[src/rtl/bcd_to_bin.sv]
// bcd_to_bin: digit-serial signed BCD to binary converter; define BCD_CHECK_EN for the invalid-digit check and the dout_err port
module bcd_to_bin #(
  parameter int DIGITS = 6,
  parameter int DOUT_W = 24
) (
  input  logic                  clk,
  input  logic                  rst,
  input  logic                  din_sign,
  input  logic [4*DIGITS-1:0]   din,
  input  logic                  din_vld,
  output logic                  ready,
  output logic                  dout_sign,
  output logic [DOUT_W-1:0]     dout,
  output logic                  dout_vld
`ifdef BCD_CHECK_EN
  , output logic                dout_err
`endif
);
  localparam int IW = $clog2(DIGITS);
  localparam logic [IW-1:0] LAST = IW'(DIGITS - 1);
  typedef enum logic {IDLE, CALC} state_t;
  state_t state_q, state_d;
  logic [4*DIGITS-1:0] sr_q, sr_d;
  logic [DOUT_W-1:0] acc_q, acc_d, dout_q, dout_d, sum;
  logic [IW-1:0] idx_q, idx_d;
  logic sign_q, sign_d, dout_sign_q, dout_sign_d, dout_vld_q, dout_vld_d;
  logic err_q, err_d, err_n, dout_err_q, dout_err_d;
  logic [3:0] nib;
  always_comb begin
    nib = sr_q[4*DIGITS-1 -: 4];
    sum = (acc_q << 3) + (acc_q << 1) + DOUT_W'(nib);
`ifdef BCD_CHECK_EN
    err_n = err_q | (nib > 4'd9);
`else
    err_n = 1'b0;
`endif
    state_d = state_q;
    sr_d = sr_q;
    acc_d = acc_q;
    idx_d = idx_q;
    sign_d = sign_q;
    err_d = err_q;
    dout_d = dout_q;
    dout_sign_d = dout_sign_q;
    dout_err_d = dout_err_q;
    dout_vld_d = 1'b0;
    if (state_q == IDLE && din_vld) begin
      sr_d = din;
      sign_d = din_sign;
      acc_d = '0;
      idx_d = '0;
      err_d = 1'b0;
      state_d = CALC;
    end else if (state_q == CALC) begin
      sr_d = sr_q << 4;
      acc_d = sum;
      idx_d = idx_q + 1'b1;
      err_d = err_n;
      if (idx_q == LAST) begin
        dout_d = err_n ? '0 : sum;
        dout_sign_d = sign_q;
        dout_err_d = err_n;
        dout_vld_d = 1'b1;
        state_d = IDLE;
      end
    end
  end
  always_ff @(posedge clk) begin
    if (rst) begin
      state_q <= IDLE;
      sr_q <= '0;
      acc_q <= '0;
      idx_q <= '0;
      sign_q <= 1'b0;
      err_q <= 1'b0;
      dout_q <= '0;
      dout_sign_q <= 1'b0;
      dout_err_q <= 1'b0;
      dout_vld_q <= 1'b0;
    end else begin
      state_q <= state_d;
      sr_q <= sr_d;
      acc_q <= acc_d;
      idx_q <= idx_d;
      sign_q <= sign_d;
      err_q <= err_d;
      dout_q <= dout_d;
      dout_sign_q <= dout_sign_d;
      dout_err_q <= dout_err_d;
      dout_vld_q <= dout_vld_d;
    end
  end
  assign ready = (state_q == IDLE);
  assign dout = dout_q;
  assign dout_sign = dout_sign_q;
  assign dout_vld = dout_vld_q;
`ifdef BCD_CHECK_EN
  assign dout_err = dout_err_q;
`endif
endmodule

[config.mk]
export PLATFORM = sky130hd
export DESIGN_NAME = bcd_to_bin
export DESIGN_NICKNAME = d
export VERILOG_FILES = /design/src/rtl/bcd_to_bin.sv
export SDC_FILE = /design/constraint.sdc
export NUM_CORES = 1
export LEC_CHECK = 0
export CORE_ASPECT_RATIO = 0.9
export CORE_MARGIN = 2
export CORE_UTILIZATION = 51
export DETAILED_ROUTE_END_ITERATION = 10
export PLACE_DENSITY = 0.82
export RECOVER_POWER = 100
export SLEW_MARGIN = 25
export SYNTH_ARGS = -nofsm -noshare
export SYNTH_HDL_FRONTEND = slang
export SYNTH_SLANG_ARGS = --single-unit
export TNS_END_PERCENT = 5
[constraint.sdc]
create_clock -name clk -period 2.75 [get_ports clk]
set_input_delay 0.55 -clock clk [delete_from_list [all_inputs] [get_ports clk]]
set_output_delay 0.55 -clock clk [all_outputs]
set_load 0.02 [all_outputs]
==> results.txt <==
The number of nets in the synthesized netlist is 585. The final worst setup slack is 64.63 ps. The fraction of registers with async set/reset came out at 0%. The total power per unit cell area came out at 416.1 mW/mm^2. Clock tree synthesis selected as its root buffer the cell clkbuf_8.

The remaining antenna violation count is 0. The ratio of routed vias to standard cells came out at 5.724. The class of the most critical setup path is reg2reg. Setup repair after global routing could not meet its margin everywhere. The fraction of the mapped netlist area in simple logic gates came out at 16.89%. Summed over all layers, the global routing overflow is 0. The flow ran to the end, and the final reports show no timing, DRC or antenna violations. The share of the synthesized netlist area taken by xor and xnor gates came out at 2.183%. The worst setup slack before clock tree synthesis came out at -83.46 ps. Yosys mapped a number of flops with a built-in enable equal to 0. The remaining routing DRC violations is 0. The portion of netlist area occupied by mux cells is 7.937%. In this run, the number of DRC markers left after iteration 0 of detailed routing was 171. Input and output buffers added on the ports amount to 54. The share of synthesized area occupied by flip-flops and latches came out at 35.37%.

The routability-driven placement congestion ratio is 0.9177. The adder and majority cell fraction of the synthesized area is 13.38%. The maximum vdd ir drop is 0.2825 mV. The worst path needs 2685 ps of the cycle, external delays included. The estimated wirelength of the detail-placed design is 7.694 mm. The number of pins exceeding their max-slew limit in the final report is 0. After synthesis, the largest family of logic cells by area is compound AO/OA/AOI/OAI gates. The area growth from synthesis to layout is 23.36%.

The worst setup path is captured at a register. Overall power consumption after layout is estimated at 0.002266 W. The routed wire length per instance is 15.85 um.

The number of nets in the finished design is 634. The per-instance average area after synthesis is 8.638 sq um. The standard-cell row count is 32.

The data required time of the critical path is 2970 ps. The CTS tree is built. The initial standard-cell utilization of the core came out at 52.00%. Cells fill 64.15% of the core in the end.

The number of synthesized register bits came out at 78. The worst setup path is launched from a register. The final antenna diode count came out at 0.

The first global-routing pass estimated 17.71 mm of wire. The total wire length after detailed routing is 10.84 mm. The floorplan step defined a core boundary enclosing 0.008488 sq mm.

The aggregate global-route resource usage is 23.71%. The number of iterations in the first detailed-routing pass is 5. Across the whole layout, storage elements account for 0.001567 sq mm. The number of global-route vias before repair came out at 3776.

The share of the clock period used by the worst path came out at 97.65%. The clock slew at the register clock pins of the worst setup and hold paths is 90 ps. The clock buffer count from CTS is 9.

The count of final hold-check violations is 0. The final worst hold slack came out at 448.1 ps. The number of max-cap violations is 0. The die footprint came out at 0.009417 sq mm.

For this run, the number of Yosys warnings is 0. The worst clock skew came out at 14.84 ps. The clock reaches the later pin of the worst-skew pair after 370 ps. The worst pin sits at a relative slew slack of 31.25%.

The number of sinks handled by clock tree synthesis came out at 78. The gate count after technology mapping came out at 511. The arrival time reported for the critical path endpoint is 2910 ps.

The initial antenna violation count came out at 0. The analysis attributes to cell leakage a power of 2.376 nW. The highest net fanout along the worst path came out at 5. The die width is 102.1 um.

The total I/O pin count came out at 55. For the pin with the worst max-slew slack, the measured transition is 1031 ps. The synthesized netlist devotes 19.59% of its cell area to compound gates. The number of setup violations in the final report is 0. The tightest min-delay check is of the reg2reg type. The number of fill cells came out at 698. The highest clock frequency the design can meet is 372.4 MHz. The ratio of cells with drive above 1 in the final layout is 11.15%. The largest net degree at the start of global routing is 68.

The via total after detailed routing is 3915. The die height is 92.26 um. The area taken by multi-input logic gates is 0.002831 sq mm. The area of all placed cells without fillers came out at 0.005445 sq mm.

The total number of H-tree levels came out at 3. The most used flip-flop cell after synthesis is dfxtp_1. Once placement finished, the instance area stood at 0.005037 sq mm. The number of buffers on the longest clock path is 2. Yosys mapped the design onto 51 distinct sky130hd cell types. Summing every instance area after synthesis gives 0.004414 sq mm.
## synthesized netlist by cell type (all sizes together) (15+ instances only)
cell type | instances | area, sq um
dfxtp | 78 | 1562
nor2 | 68 | 255.2
ha | 44 | 550.5
a21oi | 42 | 210.2
nand2 | 38 | 142.6
mux2i | 35 | 350.3
nand3 | 20 | 100.1
nor3 | 19 | 95.09
o21ai | 18 | 90.09
buf | 15 | 88.83
inv | 15 | 56.30
o31ai | 15 | 112.6
## area by class of cell
class | count | area share [%]
Clock inverter | 7 | 1.379
Timing Repair Buffer | 67 | 11.81
Tap cell | 119 | 2.734
Sequential cell | 78 | 28.77
Inverter | 15 | 1.034
Clock buffer | 9 | 2.275
Multi-Input combinational cell | 389 | 52.00
## worst max-delay path, stage by stage, from the launching register on
cell	delay (ps)
dfxtp_2	330
inv_1	50
fa_1	420
inv_1	110
ha_4	220
nor2b_4	140
o31a_1	330
o211ai_4	390
nand3_2	150
xnor2_2	270
o22ai_1	130
## cell families after synthesis
group,after synthesis
mux,35
fa+ha+maj,46
buf+inv,44
xor+xnor,11
compound gates,129
flops,78
simple gates,168
## cell usage in the layout (no fill, tap or decap), drive strengths merged, types with 7 or more instances in the layout
master          n
nand3          20
a22o           11
clkdlybuf4s50  25
nor2           68
o21a           12
dlygate4sd3    29
mux2i          35
o31ai          15
dfxtp          78
clkbuf         12
ha             44
inv            15
and3            8
a31oi           7
nand2          38
nor3           19
o21ai          18
xnor2           8
buf            10
a21oi          42
## metal layers
metal  share of wire [%]  vias to the layer above  GRT usage [%]
li1                    -                     1942              -
met1                  45                     1835          31.27
met2                  47                      121          36.57
met3                 6.9                       17          7.927
met4                 1.4                        0          7.333
met5                   0                        -              0
## stage by stage
step | setup TNS, ps | std cells
floorplan | 0 | 511
global placement | 0 | 665
detailed placement | -240.2 | 665
CTS | -14.64 | 681
global route | -31.69 | 684
finish | 0 | 684
## registers in the layout (all words and copies together), names as in the netlist
name / flops
acc_q: 23
sign_q: 1
idx_q: 3
sr_q: 24
dout_vld: 1
dout: 24
dout_sign: 1
state_q: 1
## path summary, 6_finish.rpt
path | end | cells past startpoint | slack (ps) | from
max | acc_q[14] | 10 | 60 | sr_q[23]
min | dout[21] | 2 | 450 | dout[21]
max reg2reg | acc_q[14] | 10 | 60 | sr_q[23]
min reg2reg | dout[21] | 2 | 450 | dout[21]
## where the power goes
| group | internal [W] | total (W) | switching [W] |
|---|---|---|---|
| clock network | 0.000420 | 0.000868 | 0.000449 |
| registers | 0.00116 | 0.00117 | 0.0000172 |
| logic | 0.000102 | 0.000224 | 0.000122 |
## what timing repair did
action,in CTS,in global routing
gates cloned,0,0
gates resized for setup,6,28
setup endpoints to repair,7,18
buffers inserted,0,3
hold buffers,0,0
hold endpoints to repair,0,0
pin swaps,5,19
(Power assumes the default switching activity.)
